`config.mk`:
```
export PLATFORM = sky130hd
export DESIGN_NAME = rv_multicycle_ctrl_flat
export DESIGN_NICKNAME = d
export VERILOG_FILES = /design/src/rtl/rv_multicycle_ctrl_if.sv /design/src/rtl/rv_multicycle_ctrl.sv /design/src/flat_wrapper.sv
export SDC_FILE = /design/constraint.sdc
export NUM_CORES = 1
export LEC_CHECK = 0
export ABC_CLOCK_PERIOD_IN_PS = 8200
export BUFFER_PORTS_ARGS = -buffer_cell sky130_fd_sc_hd__buf_2
export CORE_MARGIN = 5
export CORE_UTILIZATION = 25
export DETAILED_ROUTE_END_ITERATION = 10
export PLACE_DENSITY = 0.47
export SYNTH_ARGS = -nofsm -noshare
export SYNTH_HDL_FRONTEND = slang
export SYNTH_SLANG_ARGS = --single-unit
```
`constraint.sdc`:
```
create_clock -name clk -period 8.2 [get_ports clk]
set_input_delay 1.23 -clock clk [delete_from_list [all_inputs] [get_ports clk]]
set_output_delay 1.23 -clock clk [all_outputs]
set_load 0.02 [all_outputs]
```
`src/rtl/rv_multicycle_ctrl_if.sv`:
```
// ---------------------------------------------------------------------------
// rv_multicycle_ctrl_if
//   Bundles every control-path signal of the multi-cycle RV32 controller:
//   the one-hot instruction-type flags from the type decoder, the branch
//   comparator result, the imem/dmem request/acknowledge handshakes, the
//   datapath strobes and selects, and the retire/trap status outputs.
//
//   master : the controller (drives requests, strobes, selects, status)
//   slave  : the surrounding datapath / memories (drive flags, acks, br_taken)
//
//   Signals
//     R, I, L, Jr, S, Sb, aui, lui, J  type flags (one-hot when legal)
//     br_taken                          branch comparator result
//     imem_ack / dmem_ack               memory data valid / access complete
//     imem_req / dmem_req / dmem_we     memory requests and store qualifier
//     ir_en, pc_en, reg_we              datapath load/write strobes
//     pc_sel[1:0], wb_sel[1:0], alu_src datapath selects
//     retire, instret[CNT_W-1:0]        retire pulse and retired count
//     trap, trap_cause[1:0]             sticky trap and its cause
// ---------------------------------------------------------------------------
interface rv_multicycle_ctrl_if #(
  parameter int CNT_W = 32
);
  logic             R, I, L, Jr, S, Sb, aui, lui, J;
  logic             br_taken;
  logic             imem_ack;
  logic             dmem_ack;
  logic             imem_req;
  logic             dmem_req;
  logic             dmem_we;
  logic             ir_en;
  logic             pc_en;
  logic [1:0]       pc_sel;
  logic             reg_we;
  logic [1:0]       wb_sel;
  logic             alu_src;
  logic             retire;
  logic [CNT_W-1:0] instret;
  logic             trap;
  logic [1:0]       trap_cause;

  modport master (
    input  R, I, L, Jr, S, Sb, aui, lui, J,
    input  br_taken, imem_ack, dmem_ack,
    output imem_req, dmem_req, dmem_we, ir_en, pc_en, pc_sel,
    output reg_we, wb_sel, alu_src, retire, instret, trap, trap_cause
  );

  modport slave (
    output R, I, L, Jr, S, Sb, aui, lui, J,
    output br_taken, imem_ack, dmem_ack,
    input  imem_req, dmem_req, dmem_we, ir_en, pc_en, pc_sel,
    input  reg_we, wb_sel, alu_src, retire, instret, trap, trap_cause
  );
endinterface

```
`src/rtl/rv_multicycle_ctrl.sv`:
```
// ---------------------------------------------------------------------------
// rv_multicycle_ctrl
//   Multi-cycle control FSM for the RV32 core. Sequences FETCH, DECODE,
//   EXEC, MEM and WB, latching the instruction-type flags in DECODE and
//   decoding all datapath controls from the state and that latched class.
//   A wait-state watchdog traps on stalled imem/dmem handshakes.
//
//   Parameters
//     TIMEOUT  max wait cycles with a request high and no ack (0 = off)
//     CNT_W    width of the retired-instruction counter
//   Ports
//     clk      rising-edge clock
//     rst      synchronous, active-low reset
//     bus      controller side (master) of rv_multicycle_ctrl_if
// ---------------------------------------------------------------------------
module rv_multicycle_ctrl #(
  parameter int TIMEOUT = 16,
  parameter int CNT_W   = 32
) (
  input  logic                  clk,
  input  logic                  rst,
  rv_multicycle_ctrl_if.master  bus
);

  typedef enum logic [2:0] {
    ST_FETCH, ST_DECODE, ST_EXEC, ST_MEM, ST_WB, ST_TRAP
  } state_e;

  // Bit positions of each type inside the latched class vector.
  localparam int C_R = 0, C_I = 1, C_L = 2, C_JR = 3, C_S = 4;
  localparam int C_SB = 5, C_AUI = 6, C_LUI = 7, C_J = 8;

  // Wide enough to hold TIMEOUT-1, the last count before a trap.
  localparam int WDW = (TIMEOUT > 2) ? $clog2(TIMEOUT) : 1;

  state_e           state_q, state_d;
  logic [8:0]       class_q, class_d;
  logic [WDW-1:0]   wdogCnt_q, wdogCnt_d;
  logic [CNT_W-1:0] instret_q;
  logic [1:0]       cause_q, cause_d;

  logic [8:0] flags;
  logic       wdogExpired;
  logic       imemReq, dmemReq, dmemWe, irEn, pcEn, regWe, retireC, aluSrc;
  logic [1:0] pcSel, wbSel;

  assign flags = {bus.J, bus.lui, bus.aui, bus.Sb, bus.S,
                  bus.Jr, bus.L, bus.I, bus.R};

  // The watchdog fires on the wait cycle that would be the TIMEOUT-th;
  // an ack in that same cycle is checked first and therefore wins.
  assign wdogExpired = (TIMEOUT != 0) && (wdogCnt_q == WDW'(TIMEOUT - 1));

  // Next-state and control decode; every output defaults to 0 so states
  // only name the controls they actually assert.
  always_comb begin
    state_d   = state_q;
    class_d   = class_q;
    cause_d   = cause_q;
    imemReq   = 1'b0;
    dmemReq   = 1'b0;
    dmemWe    = 1'b0;
    irEn      = 1'b0;
    pcEn      = 1'b0;
    pcSel     = 2'd0;
    regWe     = 1'b0;
    wbSel     = 2'd0;
    aluSrc    = 1'b0;
    retireC   = 1'b0;

    case (state_q)
      ST_FETCH: begin
        imemReq = 1'b1;
        if (bus.imem_ack) begin
          irEn    = 1'b1;
          state_d = ST_DECODE;
        end else if (wdogExpired) begin
          state_d = ST_TRAP;
          cause_d = 2'd2;
        end
      end
      ST_DECODE: begin
        class_d = flags;
        if ($onehot(flags)) begin
          state_d = ST_EXEC;
        end else begin
          state_d = ST_TRAP;
          cause_d = 2'd1;
        end
      end
      ST_EXEC: begin
        aluSrc = class_q[C_I] | class_q[C_L] | class_q[C_S] |
                 class_q[C_JR] | class_q[C_AUI];
        if (class_q[C_SB]) begin
          pcEn    = 1'b1;
          pcSel   = bus.br_taken ? 2'd1 : 2'd0;
          retireC = 1'b1;
          state_d = ST_FETCH;
        end else if (class_q[C_L] || class_q[C_S]) begin
          state_d = ST_MEM;
        end else begin
          state_d = ST_WB;
        end
      end
      ST_MEM: begin
        dmemReq = 1'b1;
        dmemWe  = class_q[C_S];
        if (bus.dmem_ack) begin
          if (class_q[C_S]) begin
            pcEn    = 1'b1;
            retireC = 1'b1;
            state_d = ST_FETCH;
          end else begin
            state_d = ST_WB;
          end
        end else if (wdogExpired) begin
          state_d = ST_TRAP;
          cause_d = 2'd3;
        end
      end
      ST_WB: begin
        regWe   = 1'b1;
        pcEn    = 1'b1;
        retireC = 1'b1;
        state_d = ST_FETCH;
        if (class_q[C_L])                      wbSel = 2'd1;
        else if (class_q[C_J] || class_q[C_JR]) wbSel = 2'd2;
        else if (class_q[C_LUI])               wbSel = 2'd3;
        if (class_q[C_J])       pcSel = 2'd2;
        else if (class_q[C_JR]) pcSel = 2'd3;
      end
      ST_TRAP: begin
        state_d = ST_TRAP;
      end
      default: begin
        state_d = ST_FETCH;
      end
    endcase
  end

  // Counts wait cycles while a request stays unanswered; any state change
  // (including entry to FETCH or MEM) restarts it from zero.
  always_comb begin
    wdogCnt_d = '0;
    if ((state_d == state_q) && (state_q == ST_FETCH || state_q == ST_MEM)) begin
      wdogCnt_d = wdogCnt_q + WDW'(1);
    end
  end

  // State, class, watchdog, trap cause and retired count registers.
  always_ff @(posedge clk) begin
    if (!rst) begin
      state_q   <= ST_FETCH;
      class_q   <= '0;
      wdogCnt_q <= '0;
      instret_q <= '0;
      cause_q   <= 2'd0;
    end else begin
      state_q   <= state_d;
      class_q   <= class_d;
      wdogCnt_q <= wdogCnt_d;
      cause_q   <= cause_d;
      if (retireC) begin
        instret_q <= instret_q + CNT_W'(1);
      end
    end
  end

  // Requests and strobes are forced low for the whole rst-low cycle so an
  // outstanding access is dropped immediately rather than at the next edge.
  assign bus.imem_req   = imemReq & rst;
  assign bus.dmem_req   = dmemReq & rst;
  assign bus.dmem_we    = dmemWe  & rst;
  assign bus.ir_en      = irEn    & rst;
  assign bus.pc_en      = pcEn    & rst;
  assign bus.reg_we     = regWe   & rst;
  assign bus.retire     = retireC & rst;
  assign bus.pc_sel     = pcSel;
  assign bus.wb_sel     = wbSel;
  assign bus.alu_src    = aluSrc;
  assign bus.instret    = instret_q;
  assign bus.trap       = (state_q == ST_TRAP);
  assign bus.trap_cause = cause_q;

endmodule

```
`src/flat_wrapper.sv`:
```
// flat-port wrapper written by rule: the top's interface ports become plain ports
module rv_multicycle_ctrl_flat 
#(
  parameter int TIMEOUT = 16,
  parameter int CNT_W   = 32
)
  (clk, rst, bus_R, bus_I, bus_L, bus_Jr, bus_S, bus_Sb, bus_aui, bus_lui, bus_J, bus_br_taken, bus_imem_ack, bus_dmem_ack, bus_imem_req, bus_dmem_req, bus_dmem_we, bus_ir_en, bus_pc_en, bus_pc_sel, bus_reg_we, bus_wb_sel, bus_alu_src, bus_retire, bus_instret, bus_trap, bus_trap_cause);
  rv_multicycle_ctrl_if #(.CNT_W(CNT_W)) bus_i ();
  input  logic clk;
  input  logic rst;
  input wire logic [$bits(bus_i.R)-1:0] bus_R;
  input wire logic [$bits(bus_i.I)-1:0] bus_I;
  input wire logic [$bits(bus_i.L)-1:0] bus_L;
  input wire logic [$bits(bus_i.Jr)-1:0] bus_Jr;
  input wire logic [$bits(bus_i.S)-1:0] bus_S;
  input wire logic [$bits(bus_i.Sb)-1:0] bus_Sb;
  input wire logic [$bits(bus_i.aui)-1:0] bus_aui;
  input wire logic [$bits(bus_i.lui)-1:0] bus_lui;
  input wire logic [$bits(bus_i.J)-1:0] bus_J;
  input wire logic [$bits(bus_i.br_taken)-1:0] bus_br_taken;
  input wire logic [$bits(bus_i.imem_ack)-1:0] bus_imem_ack;
  input wire logic [$bits(bus_i.dmem_ack)-1:0] bus_dmem_ack;
  output wire logic [$bits(bus_i.imem_req)-1:0] bus_imem_req;
  output wire logic [$bits(bus_i.dmem_req)-1:0] bus_dmem_req;
  output wire logic [$bits(bus_i.dmem_we)-1:0] bus_dmem_we;
  output wire logic [$bits(bus_i.ir_en)-1:0] bus_ir_en;
  output wire logic [$bits(bus_i.pc_en)-1:0] bus_pc_en;
  output wire logic [$bits(bus_i.pc_sel)-1:0] bus_pc_sel;
  output wire logic [$bits(bus_i.reg_we)-1:0] bus_reg_we;
  output wire logic [$bits(bus_i.wb_sel)-1:0] bus_wb_sel;
  output wire logic [$bits(bus_i.alu_src)-1:0] bus_alu_src;
  output wire logic [$bits(bus_i.retire)-1:0] bus_retire;
  output wire logic [$bits(bus_i.instret)-1:0] bus_instret;
  output wire logic [$bits(bus_i.trap)-1:0] bus_trap;
  output wire logic [$bits(bus_i.trap_cause)-1:0] bus_trap_cause;
  assign bus_i.R = bus_R;
  assign bus_i.I = bus_I;
  assign bus_i.L = bus_L;
  assign bus_i.Jr = bus_Jr;
  assign bus_i.S = bus_S;
  assign bus_i.Sb = bus_Sb;
  assign bus_i.aui = bus_aui;
  assign bus_i.lui = bus_lui;
  assign bus_i.J = bus_J;
  assign bus_i.br_taken = bus_br_taken;
  assign bus_i.imem_ack = bus_imem_ack;
  assign bus_i.dmem_ack = bus_dmem_ack;
  assign bus_imem_req = bus_i.imem_req;
  assign bus_dmem_req = bus_i.dmem_req;
  assign bus_dmem_we = bus_i.dmem_we;
  assign bus_ir_en = bus_i.ir_en;
  assign bus_pc_en = bus_i.pc_en;
  assign bus_pc_sel = bus_i.pc_sel;
  assign bus_reg_we = bus_i.reg_we;
  assign bus_wb_sel = bus_i.wb_sel;
  assign bus_alu_src = bus_i.alu_src;
  assign bus_retire = bus_i.retire;
  assign bus_instret = bus_i.instret;
  assign bus_trap = bus_i.trap;
  assign bus_trap_cause = bus_i.trap_cause;
  rv_multicycle_ctrl #(.TIMEOUT(TIMEOUT), .CNT_W(CNT_W)) u_core (.clk(clk), .rst(rst), .bus(bus_i));
endmodule
```
Word level (Yosys, flattened, before mapping)

Index checks and enable logic that the tools add are counted.

Register bits: 50
Logic and storage cells: 80

Reduce and logical (&&, ||, !) cells: 8
Multiplexer cells: 34
Bitwise operators: 10
Add/sub/neg operators: 10
Equality and inequality tests: 13

Operators by type and width:

| cell                                                                    | number |
|---|---|
| 32-bit by 1-bit adder with 32-bit output, second input constant         | 1 |
| 2-bit two-way mux                                                       | 12 |
| 3-bit two-way mux                                                       | 7 |
| 3-bit case mux with 5 select lines                                      | 1 |
| 4-bit adder                                                             | 3 |
| 1-bit two-way mux                                                       | 11 |
| 1-bit by 1-bit adder with 2-bit output                                  | 4 |
| 1-bit bitwise AND                                                       | 6 |
| 3-bit by 2-bit == test with 1-bit output, second input constant         | 2 |
| 3-bit == test, second input constant                                    | 2 |
| 2-bit inequality test, second input constant                            | 3 |
| 2-bit case mux with 3 select lines                                      | 1 |
| 6-bit AND reduction                                                     | 1 |
| 4-bit by 1-bit adder with 4-bit output                                  | 1 |
| 4-bit by 1-bit adder with 4-bit output, second input constant           | 1 |
| 4-bit by 1-bit == test with 1-bit output, second input constant         | 1 |
| 4-bit == test, second input constant                                    | 1 |
| 2-bit by 1-bit inequality test with 1-bit output, second input constant | 2 |
| 1-bit bitwise OR                                                        | 4 |
| 2-bit case mux with 2 select lines                                      | 1 |
| 3-bit by 1-bit == test with 1-bit output, second input constant         | 1 |
| 3-bit == test                                                           | 1 |
| 3-bit zero test                                                         | 1 |
| 1-bit logical OR                                                        | 3 |
| other kinds (4)                                                         | 4 |

Logic depth before layout (Yosys ltp)

Gate-level depths: netlist of run 1.

Depth after elaboration: 10
Depth in mapped cells: 11
Gate-level depth less buffers: 11

Worst setup path before layout of run 1

OpenSTA, ideal clock, no wires.

Path type: input -> register
From: in bus_I
To: reg u_core.state_q[0]
Required time: 8080 ps
Library setup time: 120 ps
Stages: 11
Arrival time: 4288 ps
Setup slack: 3793 ps
Path through: ha_1 -> fa_1 -> inv_1 -> fa_1 -> inv_1 -> ha_1 -> fa_1 -> or4b_2 -> o21bai_1 -> a21oi_1 -> o31a_1

Cells in the longest elaborated chain, start to end: 7

Ends and longest elaborated chain:

| element                                                      | RTL line                  | RTL |
|---|---|---|
| start: declaration                                           | flat_wrapper.sv:12        | `input wire logic [$bits(bus_i.I)-1:0] bus_I;` |
| 1-bit by 1-bit adder with 2-bit output (not written as such) | rv_multicycle_ctrl.sv:84  | `if ($onehot(flags)) begin` |
| 4-bit adder (not written as such) (2 in series)              | rv_multicycle_ctrl.sv:84  |  |
| 4-bit by 1-bit adder with 4-bit output (not written as such) | rv_multicycle_ctrl.sv:84  |  |
| 4-bit by 1-bit == test with 1-bit output                     | rv_multicycle_ctrl.sv:84  |  |
| 3-bit two-way mux                                            | rv_multicycle_ctrl.sv:84  |  |
| 3-bit case mux with 5 select lines                           | rv_multicycle_ctrl.sv:71  | `case (state_q)` |
| end signal: assignment                                       | rv_multicycle_ctrl.sv:159 | `state_q <= state_d;` |
| end: declaration                                             | rv_multicycle_ctrl.sv:36  | `state_e state_q, state_d;` |

No other way between the ends.
A chain may end at the register's enable or synchronous reset.

Worst setup path in the final report of run 1

Ends and elaborated chain as after synthesis.

==> reports/qor.csv, run 1 <==
metric,value,unit
syn_nets,351,
powerDensity,161.6,nW/um^2
ys_seq_area_share,35.36,%
die_w,115.3,um
final_common_cell,buf_2,
viasPerCell,4.904,
timing.final.crit_share,52.67,%
detail_route.wl_per_cell,14.02,um
die_h,115.3,um
grt_pass1_wl,11.86,mm
yosys.area.top_type,dfxtp_1,
gp_congestion,0.7980,
cts_tree,yes,
vias,2516,
synth_xor_area_share,0.9472,%
synth_flop_cell,dfxtp_1,
cts_root_buffer,clkbuf_8,
worstPathCellList,buf_2 > ha_1 > fa_1 > inv_1 > fa_1 > inv_1 > ha_1 > fa_1 > or4b_2 > o21bai_1 > a21oi_1 > o31a_1,
n_fill_cell,1206,
grtUsageTotal,10.87,%
antenna_found_initial,0,
cp_top_family,adder cells,
crit_top_cell,fa_1,
p_leak,0.001257,uW
die-area,13300,um^2
worstSetupPathType,input pin to flop,
post-cts-setup-buffers,0,
placed_cell_area,3157,um^2
relSlewSlack,37.52,%
cpPeakStageDelay,680,ps
area_growth,17.05,%
fin_ws,3881,ps
final_cell_count_no_fill,513,
place_ws,3539,ps
synthSimpleGateAreaFrac,30.22,%
postRouteAntennaNets,0,
syn_area,2774,um^2
finalInstanceArea,3247,um^2
skew,16.54,ps
status,finished clean,
drc,0,
synth-compound-area-share,12.09,%
postSynthCellCount,325,
grt_pass1_vias,2382,
worst-endpoint-required,8400,ps
crit_buf_inv,3,
path_clk_slew,110,ps
worst_slew_pin_slew,937.2,ps
synth_top_area_share,35.36,%
clock_latency,310,ps
avgSynthCellArea,8.535,um^2
ys_ff_latch,49,
synthAdderAreaFrac,6.766,%
nNetsFinal,398,
synth.area.mux_share,8.300,%
fmax,231.6,MHz
synth_top_family_by_area,simple AND/OR/NAND/NOR gates,
worstSetupEndpointType,flop,
setup_tns,0,ps
postCtsHoldBufs,0,
setup_viol,0,
portBuffers,60,
cts_buffers,5,
rsz0062_at_grt,false,
grt_max_degree,50,
crit_fanout,4,
synth_async_sr_flop_share,0,%
synth-edff-count,0,
clk_path_buf_depth,2,
cts_resized,0,
crit_path_start_kind,input pin,
worst_path_max_delay_cell,or4b_2,
wl,7.194,mm
power,524.6,uW
hold_path_class,flop to flop,
synthTopCellsByArea,"dfxtp_1 35%, mux2i_1 8.3%, a21oi_1 3.8%",
drt_iter0_drc,102,
start_util,25.59,%
first_pass_iters,4,
cts.sinks,49,
period_minus_slack,4319,ps
io_pins,61,
max_cap_viol_count,0,
dp.final_hpwl,5.214,mm
diodes,0,
yosysWarnings,0,
htreeDepth,2,
final_max_slew_viol_count,0,
rows,38,
drive_gt1_share,20.11,%
final_cell_mix,"60 x buf_2, 49 x dfxtp_1, 25 x nand2_1",
synth.distinct_cells,46,
core_area,10840,um^2
grt_overflow_total,0,
hold_violations,0,
critPathArrivalTime,4520,ps
dp_cells,505,
ir_drop,0.09091,mV
[worst reg2reg max path, stage by stage, from the launching register on]
cell     delay [ps]
dfxtp_1         460
nand3_1         450
nor4_1          680
or4b_1          490
a21oi_1         160
[per-layer routing]
layer	part of all wire [%]	track usage (%)	vias up
met5	0	0	-
met4	0.36	1.956	0
met2	48	19.06	39
met1	47	13.74	1200
met3	4.0	2.526	2
li1	-	-	1275
[where the power goes]
group	total [uW]	switching, uW	internal [uW]	leakage (uW)
Combinational	111	66.8	43.8	0.000816
Clock	151	90.3	60.9	0.0000445
Sequential	263	14.1	249	0.000396
[registers in the layout, indices dropped and copies added (netlist names)]
signal	count
u_core.state_q	3
u_core.class_q	8
u_core.bus.trap_cause	2
u_core.bus.instret	32
u_core.wdogCnt_q	4
[final cells by class]
| type | count | area [um^2] | area share (%) |
|---|---|---|---|
| inverter | 16 | 60.06 | 1.850 |
| sequential | 49 | 980.9 | 30.21 |
| clock inverter | 3 | 21.27 | 0.6551 |
| tap | 140 | 175.2 | 5.395 |
| clock buffer | 5 | 68.82 | 2.119 |
| timing repair buffer | 63 | 322.8 | 9.942 |
| multi-input combinational | 237 | 1618 | 49.83 |
[final timing paths]
path,startpoint,to,slack [ps],depth (start not counted)
setup / recovery,bus_I,u_core.state_q[0],3880,12
hold reg to reg,u_core.wdogCnt_q[0],u_core.wdogCnt_q[0],460,1
setup reg to reg,u_core.bus.instret[2],u_core.bus.instret[17],5870,4
hold / removal,u_core.wdogCnt_q[0],u_core.wdogCnt_q[0],460,1
[cells by family after synthesis]
family | count (synthesis)
AO/OA/AOI/OAI | 51
XOR/XNOR | 3
adder cells (fa/ha/maj) | 12
buffers and inverters | 39
flip-flops | 49
multiplexers | 23
AND/OR/NAND/NOR | 148
[per-stage QoR]
| stage | utilization (%) | hold slack [ps] |
|---|---|---|
| CTS | 29.95 | 459.8 |
| global route | 29.95 | 485.9 |
| floorplan | - | 417.6 |
| finish | 29.95 | 457.4 |
| detailed placement | 29.12 | 436.7 |
| global placement | 29.12 | 432.4 |
[synth_stat cells (all sizes together), types with 2 or more instances]
cell type / instances
nand2b: 16
clkbuf: 11
o31ai: 8
o31a: 2
inv: 16
o21bai: 2
or4b: 5
xor2: 2
nand2: 25
or3: 4
o32ai: 2
or4: 10
nand4: 9
o21a: 4
nor4: 15
nor3: 8
fa: 5
a21oi: 21
and2: 5
nor2: 23
nand3: 11
ha: 7
o41ai: 4
buf: 12
dfxtp: 49
and4: 4
mux2i: 23
o21ai: 4
and3: 6
Power figures use the tool's default switching activity.
==> run 2: changes to the inputs <==
--- a/config.mk
+++ b/config.mk
@@ -5,12 +5,12 @@
 export SDC_FILE = /design/constraint.sdc
 export NUM_CORES = 1
 export LEC_CHECK = 0
-export ABC_CLOCK_PERIOD_IN_PS = 8200
+export ABC_CLOCK_PERIOD_IN_PS = 3710
 export BUFFER_PORTS_ARGS = -buffer_cell sky130_fd_sc_hd__buf_2
 export CORE_MARGIN = 5
 export CORE_UTILIZATION = 25
 export DETAILED_ROUTE_END_ITERATION = 10
-export PLACE_DENSITY = 0.47
+export PLACE_DENSITY = 0.48
 export SYNTH_ARGS = -nofsm -noshare
 export SYNTH_HDL_FRONTEND = slang
 export SYNTH_SLANG_ARGS = --single-unit
==> constraint.sdc (replaced) <==
create_clock -name clk -period 3.71 [get_ports clk]
set_input_delay 0.5565 -clock clk [delete_from_list [all_inputs] [get_ports clk]]
set_output_delay 0.5565 -clock clk [all_outputs]
set_load 0.02 [all_outputs]
==> run 2 against run 1 <==
Routed wire length up 2.9%. Hold slack better by 1.2 ps. Sequential share of layout area down 0.35 points. Clock power up 130%. Largest cell class unchanged. Highest routed layer unchanged. Critical endpoint unchanged. Die area unchanged. First-iteration DRC count up 21%.
==> reports/qor.csv, run 2 (synthesis results as in run 1) <==
metric,value,unit,change
area_growth,18.40,%,was 17.05%
die-area,13300,um^2,unchanged
worst-endpoint-required,3910,ps,was 8400 ps
gp_congestion,0.7921,,was 0.7980
clk_path_buf_depth,2,,unchanged
crit_path_start_kind,input pin,,unchanged
nNetsFinal,402,,was 398
detail_route.wl_per_cell,14.32,um,was 14.02 um
rsz0062_at_grt,false,,unchanged
setup_tns,0,ps,unchanged
postRouteAntennaNets,0,,unchanged
cts_buffers,5,,unchanged
relSlewSlack,36.73,%,was 37.52%
powerDensity,361.7,nW/um^2,was 161.6 nW/um^2
n_fill_cell,1174,,was 1206
p_leak,0.001278,uW,was 0.001257 uW
first_pass_iters,4,,unchanged
viasPerCell,4.967,,was 4.904
grt_max_degree,50,,unchanged
htreeDepth,2,,unchanged
period_minus_slack,3510,ps,
diodes,0,,unchanged
timing.final.crit_share,94.62,%,
worstSetupEndpointType,flop,,unchanged
postCtsHoldBufs,0,,unchanged
switching_power,391.7,uW,was 171.1 uW
setup_viol,0,,unchanged
ir_drop,0.1605,mV,was 0.09091 mV
p_int,796.4,uW,was 353.5 uW
start_util,25.59,%,unchanged
drt_iter0_drc,123,,was 102
grt_overflow_total,0,,unchanged
p_seq_share,48.9,%,was 50.1%
cts_resized,0,,unchanged
combPwrFrac,21.9,%,was 21.1%
die_h,115.3,um,unchanged
critPathArrivalTime,3710,ps,was 4520 ps
grt_pass1_wl,12.36,mm,was 11.86 mm
cts_tree,yes,,unchanged
hold_violations,0,,unchanged
hold_path_class,flop to flop,,unchanged
grtUsageTotal,11.33,%,was 10.87%
drive_gt1_share,20.95,%,was 20.11%
cp_top_family,adder cells,,unchanged
largest_reg_flops,32,,unchanged
portBuffers,60,,unchanged
cts_root_buffer,clkbuf_8,,unchanged
worst_path_max_delay_cell,fa_1,,was or4b_2
core_area,10840,um^2,unchanged
wl,7.406,mm,was 7.194 mm
final_cell_mix,"60 x buf_2, 49 x dfxtp_1, 25 x nand2_1",,unchanged
hold_ws,458.5,ps,was 457.4 ps
worstSetupPathType,input pin to flop,,unchanged
dp.final_hpwl,5.407,mm,was 5.214 mm
cts.sinks,49,,unchanged
drc,0,,unchanged
path_clk_slew,120,ps,was 110 ps
rows,38,,unchanged
crit_buf_inv,3,,unchanged
status,finished clean,,unchanged
antenna_found_initial,0,,unchanged
vias,2568,,was 2516
crit_fanout,3,,was 4
clock_latency,310,ps,about the same
fmax,284.9,MHz,
worst_slew_pin_slew,949.1,ps,was 937.2 ps
max_cap_viol_count,0,,unchanged
die_w,115.3,um,unchanged
final_common_cell,buf_2,,unchanged
post-cts-setup-buffers,0,,unchanged
final_max_slew_viol_count,0,,unchanged
skew,17.22,ps,was 16.54 ps
worstPathCellList,buf_2 > ha_1 > fa_1 > inv_1 > fa_1 > inv_1 > ha_1 > fa_1 > or4b_4 > o21bai_1 > a21oi_1 > o31a_1,,was buf_2 > ha_1 > fa_1 > inv_1 > fa_1 > inv_1 > ha_1 > fa_1 > or4b_2 > o21bai_1 > a21oi_1 > o31a_1
cpPeakStageDelay,540,ps,was 680 ps
crit_top_cell,fa_1,,unchanged
grt_pass1_vias,2429,,was 2382
io_pins,61,,unchanged
p_sw_share,32.97,%,was 32.62%
pwr-share-clk,29.2,%,was 28.8%
-- run 2: final timing paths --
| check | cells after the start | from | endpoint | slack [ps] |
|---|---|---|---|---|
| worst max-delay path | 12 | bus_I | u_core.state_q[0] | 200 |
| worst min-delay path | 1 | u_core.wdogCnt_q[0] | u_core.wdogCnt_q[0] | 460 |
| worst max register to register | 4 | u_core.state_q[2] | u_core.bus.instret[28] | 1470 |
| worst min register to register | 1 | u_core.wdogCnt_q[0] | u_core.wdogCnt_q[0] | 460 |
-- run 2: through the flow --
stage	setup slack (ps)	total power, uW	std cells	instance area, um^2	util (%)
2_1_floorplan	115.8	785.2	325	2778	-
3_3_place_gp	-56.18	852.6	509	3191	29.43
3_5_place_dp	-121.5	855.7	509	3191	29.43
4_1_cts	219.4	1217	517	3284	30.30
5_1_grt	158.4	1272	517	3284	30.30
6_report	199.7	1188	517	3284	30.30
-- run 2: routing by layer --
layer	share of wire (%)	GRT usage, %	routed length [um]
met1	47	15.12	3509
met2	47	18.71	3491
met3	4.6	2.579	338
met4	0.89	2.504	66
met5	0	0	0
-- run 2: cell type report --
| type | instances | area (um^2) | area share, % |
|---|---|---|---|
| Clock buffer | 5 | 68.82 | 2.095 |
| Clock inverter | 3 | 25.02 | 0.7619 |
| Inverter | 16 | 60.06 | 1.829 |
| Multi-Input combinational cell | 237 | 1622 | 49.37 |
| Sequential cell | 49 | 980.9 | 29.87 |
| Tap cell | 140 | 175.2 | 5.333 |
| Timing Repair Buffer | 67 | 352.8 | 10.74 |
-- run 2: power groups by stage --
stage | logic (uW) | registers, uW | clock network, uW
2_1_floorplan | 199 | 586 | 0
3_3_place_gp | 260 | 593 | 0
3_5_place_dp | 263 | 593 | 0
4_1_cts | 264 | 581 | 372
5_1_grt | 293 | 586 | 392
6_report | 260 | 581 | 347
-- run 2: worst reg2reg max path: stages (launching register included) --
cell and delay (ps):
dfxtp_1 500, or3b_1 490, o211a_2 430, nor4_1 550, mux2i_1 230
==> run 3: changes to the inputs <==
--- a/config.mk
+++ b/config.mk
@@ -7,6 +7,7 @@
 export LEC_CHECK = 0
 export ABC_CLOCK_PERIOD_IN_PS = 3710
 export BUFFER_PORTS_ARGS = -buffer_cell sky130_fd_sc_hd__buf_2
+export CORE_ASPECT_RATIO = 2
 export CORE_MARGIN = 5
 export CORE_UTILIZATION = 25
 export DETAILED_ROUTE_END_ITERATION = 10
==> run 3 against run 2 <==
Clock power grew 30%. Highest routed layer unchanged. Count of clock-buffer cells in the layout is the same. Design area grew 1.0%. Largest cell class unchanged. Critical endpoint unchanged. Largest power group unchanged.
==> reports/qor.csv, run 3 (synthesis results as in run 1) <==
metric,value,unit,change
status,finished clean,,unchanged
ir_drop,0.2797,mV,was 0.1605 mV
power,1292,uW,was 1188 uW
antenna_found_initial,0,,unchanged
path_clk_slew,70,ps,was 120 ps
final_cell_mix,"60 x buf_2, 49 x dfxtp_1, 25 x nand2_1",,unchanged
cts_resized,0,,unchanged
p_leak,0.001294,uW,was 0.001278 uW
detail_route.wl_per_cell,14.99,um,was 14.32 um
htreeDepth,2,,unchanged
rsz0062_at_grt,false,,unchanged
hold_path_class,flop to flop,,unchanged
start_util,25.50,%,was 25.59%
worstPathCellList,buf_2 > ha_1 > fa_1 > inv_1 > fa_1 > inv_1 > ha_1 > fa_1 > or4b_4 > o21bai_1 > a21oi_1 > o31a_1,,unchanged
clock_latency,290,ps,was 310 ps
drt_iter0_drc,100,,was 123
period_minus_slack,3486,ps,was 3510 ps
powerDensity,389.3,nW/um^2,was 361.7 nW/um^2
crit_path_start_kind,input pin,,unchanged
hold_violations,0,,unchanged
post-cts-setup-buffers,0,,unchanged
final_cell_count_no_fill,515,,was 517
nNetsFinal,400,,was 402
cts_buffers,5,,unchanged
cts.sinks,49,,unchanged
max_cap_viol_count,0,,unchanged
grt_pass1_wl,12.70,mm,was 12.36 mm
cpPeakStageDelay,540,ps,about the same
viasPerCell,4.994,,was 4.967
area_growth,19.62,%,was 18.40%
io_pins,61,,unchanged
postCtsHoldBufs,0,,unchanged
dp.final_hpwl,5.830,mm,was 5.407 mm
grt_max_degree,50,,unchanged
grt_overflow_total,0,,unchanged
rows,54,,was 38
grt_pass1_vias,2546,,was 2429
die-area,13430,um^2,was 13300 um^2
cts_tree,yes,,unchanged
crit_top_cell,fa_1,,unchanged
die_h,159.0,um,was 115.3 um
core_area,10880,um^2,was 10840 um^2
vias,2572,,was 2568
skew,4.140,ps,was 17.22 ps
worstSetupPathType,input pin to flop,,unchanged
critPathArrivalTime,3670,ps,was 3710 ps
portBuffers,60,,unchanged
wl,7.720,mm,was 7.406 mm
met3WireLength,307,um,was 338 um
drc,0,,unchanged
grtUsageTotal,11.61,%,was 11.33%
met1_length,2.886,mm,was 3.509 mm
worst-endpoint-required,3890,ps,was 3910 ps
setup_viol,0,,unchanged
gp_congestion,0.7381,,was 0.7921
worstSetupEndpointType,flop,,unchanged
drive_gt1_share,20.53,%,was 20.95%
diodes,0,,unchanged
postRouteAntennaNets,0,,unchanged
first_pass_iters,4,,unchanged
largest_reg_flops,32,,unchanged
fmax,286.8,MHz,was 284.9 MHz
fin_util,30.50,%,was 30.30%
worst_path_max_delay_cell,fa_1,,unchanged
final_common_cell,buf_2,,unchanged
relSlewSlack,35.67,%,was 36.73%
maxUsedRoutingLayer,met4,,unchanged
final_max_slew_viol_count,0,,unchanged
timing.final.crit_share,93.97,%,was 94.62%
clk_path_buf_depth,2,,unchanged
crit_fanout,3,,unchanged
dp_cells,507,,was 509
cts_root_buffer,clkbuf_16,,was clkbuf_8
die_w,84.49,um,was 115.3 um
route.met2.wl,4.393,mm,was 3.491 mm
worst_slew_pin_slew,965.0,ps,was 949.1 ps
run 3: area by class of cell:
cell class | instances | area, um^2
clock buffers | 5 | 125.1
clock inverters | 3 | 17.52
fillers | 1160 | 7560
inverters | 16 | 60.06
multi-input cells | 237 | 1622
flip-flops and latches | 49 | 980.9
well taps | 140 | 175.2
repair buffers | 65 | 337.8
run 3: final timing paths:
kind,from,end,slack (ps),cells past startpoint
max,bus_I,u_core.state_q[0],220,12
max reg2reg,u_core.bus.instret[2],u_core.bus.instret[15],1440,4
min,u_core.wdogCnt_q[0],u_core.wdogCnt_q[0],450,1
min reg2reg,u_core.wdogCnt_q[0],u_core.wdogCnt_q[0],450,1
run 3: layer usage:
| layer | vias up | global-route usage, % |
|---|---|---|
| li1 | 1281 | - |
| met1 | 1236 | 11.31 |
| met2 | 48 | 22.98 |
| met3 | 7 | 2.434 |
| met4 | 0 | 4.323 |
| met5 | - | 0 |
run 3: power breakdown:
| part | internal [uW] | switching (uW) |
|---|---|---|
| Clock | 248 | 203 |
| Sequential | 550 | 30.5 |
| Combinational | 107 | 154 |
| Total | 904 | 387 |
run 3: worst max-delay path: cells and delay by family:
kind / cells / cell delay [ps]
simple gates: 1 / 520
compound gates: 3 / 500
buf+inv: 3 / 210
fa+ha+maj: 5 / 1880
run 3: per-stage QoR:
step | TNS [ps] | hold slack [ps] | setup WS [ps] | cell area [um^2]
6_report | 0 | 448.6 | 223.6 | 3318
5_1_grt | 0 | 485.8 | 61.28 | 3318
4_1_cts | 0 | 450.4 | 197.4 | 3318
3_3_place_gp | -227.4 | 425.5 | -95.35 | 3176
2_1_floorplan | 0 | 417.6 | 115.8 | 2778
3_5_place_dp | -298.6 | 438.9 | -124.4 | 3176
